$ cat config.mk
export PLATFORM = sky130hd
export DESIGN_NAME = ascon_input_loader_flat
export DESIGN_NICKNAME = d
export VERILOG_FILES = /design/src/rtl/ascon_pkg.sv /design/src/rtl/ascon_input_loader_if.sv /design/src/rtl/ascon_input_loader_byte_shift_reg.sv /design/src/rtl/ascon_input_loader.sv /design/src/flat_wrapper.sv
export SDC_FILE = /design/constraint.sdc
export NUM_CORES = 1
export LEC_CHECK = 0
export ABC_AREA = 1
export CORE_UTILIZATION = 35
export CTS_BUF_LIST = sky130_fd_sc_hd__clkbuf_16
export DETAILED_ROUTE_END_ITERATION = 8
export SLEW_MARGIN = 0
export SYNTH_ARGS = -nofsm -noshare
export SYNTH_HDL_FRONTEND = slang
export SYNTH_SLANG_ARGS = --single-unit
$ cat constraint.sdc
create_clock -name clk -period 2.7 [get_ports clk]
set_input_delay 0.405 -clock clk [delete_from_list [all_inputs] [get_ports clk]]
set_output_delay 0.405 -clock clk [all_outputs]
set_load 0.01 [all_outputs]
$ cat src/rtl/ascon_pkg.sv
// ascon_pkg: shared state encoding, field sizes and counter width for the ASCON input loader
package ascon_pkg;
  localparam int KEY_BYTES = 16;
  localparam int NONCE_BYTES = 16;
  localparam int CNT_W = 5;
  typedef enum logic [2:0] {LOAD_KEY, LOAD_NONCE, LOAD_AD, LOAD_PT, FIRE, WAIT_FIN} state_t;
  function automatic logic is_load(state_t s);
    return s inside {LOAD_KEY, LOAD_NONCE, LOAD_AD, LOAD_PT};
  endfunction
  // Load states are consecutive, so the field after the last one is FIRE
  function automatic state_t advance(state_t s);
    return state_t'(s + 3'd1);
  endfunction
endpackage

$ cat src/rtl/ascon_input_loader_if.sv
// ascon_input_loader_if: 8-bit valid/ready byte stream with end-of-frame marker
interface ascon_input_loader_if;
  logic in_valid;
  logic in_ready;
  logic in_last;
  logic [7:0] in_data;
  modport master(output in_valid, in_data, in_last, input in_ready);
  modport slave(input in_valid, in_data, in_last, output in_ready);
endinterface

$ cat src/rtl/ascon_input_loader_byte_shift_reg.sv
// byte_shift_reg: left-shifting byte accumulator, first byte ends in the MSB
module byte_shift_reg #(
  parameter int BYTES = 16
) (
  input  logic               clk,
  input  logic               rst,
  input  logic               en,
  input  logic               clr,
  input  logic [7:0]         din,
  output logic [8*BYTES-1:0] q
);
  localparam int W = 8 * BYTES;
  always_ff @(posedge clk)
    if (!rst || clr) q <= '0;
    else if (en) q <= W'({q, din});
endmodule

$ cat src/rtl/ascon_input_loader.sv
// ascon_input_loader: byte-serial frame loader and start sequencer for the ASCON encryption core.
// Define ASCON_LOADER_ZEROIZE_EN to clear the key after each operation and on frame errors.
module ascon_input_loader
  import ascon_pkg::*;
#(
  parameter int AD_BYTES = 5,
  parameter int PT_BYTES = 5
) (
  input  logic                  clk,
  input  logic                  rst,
  ascon_input_loader_if.slave   stream,
  output logic [127:0]          key,
  output logic [127:0]          nonce,
  output logic [8*AD_BYTES-1:0] ad,
  output logic [8*PT_BYTES-1:0] pt,
  output logic                  encryption_start,
  input  logic                  encryption_fin,
  output logic                  busy,
  output logic                  frame_err
);
  state_t state, state_d;
  logic [CNT_W-1:0] cnt, cnt_d, field_last;
  logic ready_q, accept, field_done, err, load, key_clr;

  assign stream.in_ready = ready_q;
  assign accept = stream.in_valid && ready_q;
  assign field_last = state == LOAD_KEY   ? CNT_W'(KEY_BYTES - 1)
                    : state == LOAD_NONCE ? CNT_W'(NONCE_BYTES - 1)
                    : state == LOAD_AD    ? CNT_W'(AD_BYTES - 1)
                    :                       CNT_W'(PT_BYTES - 1);
  assign field_done = cnt == field_last;
  // in_last must coincide exactly with the final PT byte; any disagreement aborts the frame
  assign err = accept && (stream.in_last != (state == LOAD_PT && field_done));
  assign load = accept && !err;
  assign encryption_start = state == FIRE;
  assign busy = state inside {FIRE, WAIT_FIN};

`ifdef ASCON_LOADER_ZEROIZE_EN
  assign key_clr = err || (state == WAIT_FIN && encryption_fin);
`else
  assign key_clr = 1'b0;
`endif

  always_comb begin
    state_d = err                               ? LOAD_KEY
            : accept                            ? (field_done ? advance(state) : state)
            : state == FIRE                     ? WAIT_FIN
            : state == WAIT_FIN && encryption_fin ? LOAD_KEY
            :                                     state;
    cnt_d = (err || (accept && field_done)) ? '0 : accept ? cnt + 1'b1 : cnt;
  end

  always_ff @(posedge clk)
    if (!rst) begin
      state <= LOAD_KEY;
      cnt <= '0;
      ready_q <= 1'b0;
      frame_err <= 1'b0;
    end else begin
      state <= state_d;
      cnt <= cnt_d;
      ready_q <= is_load(state_d);
      frame_err <= err;
    end

  byte_shift_reg #(.BYTES(KEY_BYTES)) u_key (
    .clk(clk), .rst(rst), .en(load && state == LOAD_KEY), .clr(key_clr), .din(stream.in_data), .q(key)
  );
  byte_shift_reg #(.BYTES(NONCE_BYTES)) u_nonce (
    .clk(clk), .rst(rst), .en(load && state == LOAD_NONCE), .clr(1'b0), .din(stream.in_data), .q(nonce)
  );
  byte_shift_reg #(.BYTES(AD_BYTES)) u_ad (
    .clk(clk), .rst(rst), .en(load && state == LOAD_AD), .clr(1'b0), .din(stream.in_data), .q(ad)
  );
  byte_shift_reg #(.BYTES(PT_BYTES)) u_pt (
    .clk(clk), .rst(rst), .en(load && state == LOAD_PT), .clr(1'b0), .din(stream.in_data), .q(pt)
  );
endmodule

$ cat src/flat_wrapper.sv
// flat-port wrapper written by rule: the top's interface ports become plain ports
module ascon_input_loader_flat import ascon_pkg::*;
#(
  parameter int AD_BYTES = 5,
  parameter int PT_BYTES = 5
)
  (clk, rst, key, nonce, ad, pt, encryption_start, encryption_fin, busy, frame_err, stream_in_valid, stream_in_data, stream_in_last, stream_in_ready);
  ascon_input_loader_if stream_i ();
  input  logic clk;
  input  logic rst;
  output logic [127:0] key;
  output logic [127:0] nonce;
  output logic [8*AD_BYTES-1:0] ad;
  output logic [8*PT_BYTES-1:0] pt;
  output logic encryption_start;
  input  logic encryption_fin;
  output logic busy;
  output logic frame_err;
  input wire logic [$bits(stream_i.in_valid)-1:0] stream_in_valid;
  input wire logic [$bits(stream_i.in_data)-1:0] stream_in_data;
  input wire logic [$bits(stream_i.in_last)-1:0] stream_in_last;
  output wire logic [$bits(stream_i.in_ready)-1:0] stream_in_ready;
  assign stream_i.in_valid = stream_in_valid;
  assign stream_i.in_data = stream_in_data;
  assign stream_i.in_last = stream_in_last;
  assign stream_in_ready = stream_i.in_ready;
  ascon_input_loader #(.AD_BYTES(AD_BYTES), .PT_BYTES(PT_BYTES)) u_core (.clk(clk), .rst(rst), .stream(stream_i), .key(key), .nonce(nonce), .ad(ad), .pt(pt), .encryption_start(encryption_start), .encryption_fin(encryption_fin), .busy(busy), .frame_err(frame_err));
endmodule
==> metrics.cfg <==
[yosys]
ys_warn_count=0
synth_nets=2239
synth_seq_cells=346
synth_area_leader_cell=dfxtp_1
synth.avg_cell_area_um2=6.38
synth.area.top_cells=dfxtp_1, nand2_1, nor2_1
syn_area_um2=14200
syn_inst=2220
async_flop_share_pct=0
ys_seq_area_share_pct=48.9
yosys.cell_types.count=22
synth-edff-count=0
yosysTopAreaCellShare_pct=48.9
synthFlopType=dfxtp_1

[timing]
finalSetupViolations=0
relSlewSlack_pct=68.9
skew_ps=12.2
hold_viol_final=0
grt_setup_unrepaired=false
fmax_mhz=409
tightestPinTransition_ps=467
post-route-period-util_pct=90.5
fin_crit_ps=2440
drv_slew=0
finalWorstSetupSlack_ps=256
fin_setup_tns_ps=0

[floorplan]
die_h_um=203
start_util_pct=35.6
core-area_um2=39800
rows=73
die-area_um2=41300
die_x_um=203
io_pins=353

[finish]
final_cell_mix=nand2_1, nor2_1, inv_1
drive_gt1_share_pct=2.87
nNetsFinal=2544
area_growth_pct=36.3
layout_commonest_cell=nand2_1
fill_cells=4047
diodes=0

[power]
ir_drop_v=0.000408
p_leak_nw=10.5
powerDensity_nw_per_um2=610

[critical_path]
ff2ff_setup_slack_ps=380
critical_path.endpoint_type=output pin
reg2reg_from=u_core.state[0]
crit_buf_inv=2
crit_chain=inv_1 -> ha_1 -> nand2_1 -> nand2_1 -> clkdlybuf4s50_1
r2r-end=u_core.u_nonce.q[74]
crit_start=u_core.state[0]
startpoint_type=flip-flop
slowest_stage=clkdlybuf4s50_1
crit_type=flip-flop to output pin
worst_ep_required_time_ps=2300
path_common_cell=nand2_1
crit_path_max_fanout=6
r2r_cells=13
crit_family=buffers and inverters
max_stage_delay_ps=510
worstPathArrival_ps=2040

[global_route]
met3_usage_pct=5.78
gr-max-usage-layer=met2
antenna_found_initial=0
track_usage_pct=18.4
grt.met2_usage_pct=30.2
grt_pass1_wl_mm=61.0
grt_pass1_vias=11800
grt_max_degree=95
met1_usage_pct=22.6
overflow=0

[place]
gp_congestion=0.842
pre_cts_ws_ps=417
portBuffers=352
dp_hpwl_mm=26.0

[clock_network]
clock_latency_ps=550
clockRootBuffer=clkbuf_16
path_clk_slew_ps=60
cts_tree=built
htreeDepth=2
holdBufCountCts=0
ctsResizeCount=0
numClockSinks=346
post_cts_buffers=0
cts_buffer_depth=3
cts_buffers=39

[status]
outcome=completed

[routing]
drc=0
avgRoutedWirePerCell_um=12.4
routed_wl_mm=38.2
viasPerCell=4.15
drtIter0Drc=663
vias=12700
first_pass_iters=5
ant_nets=0

[min_path]
worstHoldPathCells=3
min_from=rst
hold_end=u_core.u_key.q[8]
hold_path_class=input port to flip-flop

[flow_run]
drv_cap=0

cell families after synthesis:
family	Yosys count	synth area share, %
AND/OR/NAND/NOR	1397	37.3
buffers and inverters	459	12.7
flip-flops	346	48.9
AO/OA/AOI/OAI	8	0.309
adder cells (fa/ha/maj)	6	0.530
XOR/XNOR	4	0.247
how the worst max path moves through the flow:
stage / cells past startpoint / end
2_1_floorplan: 11 / u_core.u_ad.q[36]
6_report: 5 / busy
5_1_grt: 13 / u_core.u_nonce.q[40]
4_1_cts: 5 / busy
3_5_place_dp: 10 / u_core.u_key.q[18]
3_3_place_gp: 12 / u_core.u_key.q[40]
final cells by class:
class	instances	area (um2)	share of cell area, %
Inverter	349	1310	6.78
Clock buffer	40	1000	5.18
Clock inverter	22	135	0.700
Multi-Input combinational cell	1415	5440	28.2
Timing Repair Buffer	374	3840	19.9
Tap cell	525	657	3.40
Sequential cell	346	6930	35.9
stage by stage:
stage	instances	power (mW)	utilization [%]	area [um2]	hold WS [ps]
floorplan	2220	6.38	-	14200	484
detailed placement	3009	7.07	45.6	18200	489
CTS	3071	12.0	48.5	19300	186
finish	3071	11.8	48.5	19300	213
global placement	3009	7.05	45.6	18200	488
global route	3071	12.4	48.5	19300	214
worst reg2reg max path, cell delays in order, from the launching register on:
cell	delay (ps)
dfxtp_1	420
inv_1	100
ha_1	240
nand2_1	90
nand2_1	60
nand2_1	130
nand4_1	120
nand2_2	120
nand4_1	250
buf_12	260
buf_12	200
nand2_1	100
nand2_1	50
nor2_1	110
synth_stat cells (2+ instances only):
cell type,instances
nand2_1,696
nor2_1,683
inv_1,347
dfxtp_1,346
buf_2,58
clkbuf_1,50
nand3_1,8
ha_1,6
nand4_1,5
a21oi_1,3
xor2_1,3
buf_4,2
inv_2,2
nor3_1,2
o21ai_0,2
power breakdown:
part | internal [mW] | switching [mW]
Combinational | 0.645 | 0.783
Sequential | 5.34 | 0.191
Clock | 2.75 | 2.07
routing by layer:
layer  routed length, um  share of wire [%]
met2               17200                 45
met4                 898                2.4
met3                2930                7.7
met1               17100                 45
met5                   0                  0
registers in the layout, indices dropped and copies added (netlist names):
name / cells
u_core.u_key.q: 128
u_core.u_nonce.q: 128
u_core.u_ad.q: 40
u_core.u_pt.q: 40
u_core.cnt: 5
u_core.state: 3
u_core.frame_err: 1
u_core.stream.in_ready: 1
(Power assumes the default switching activity.)
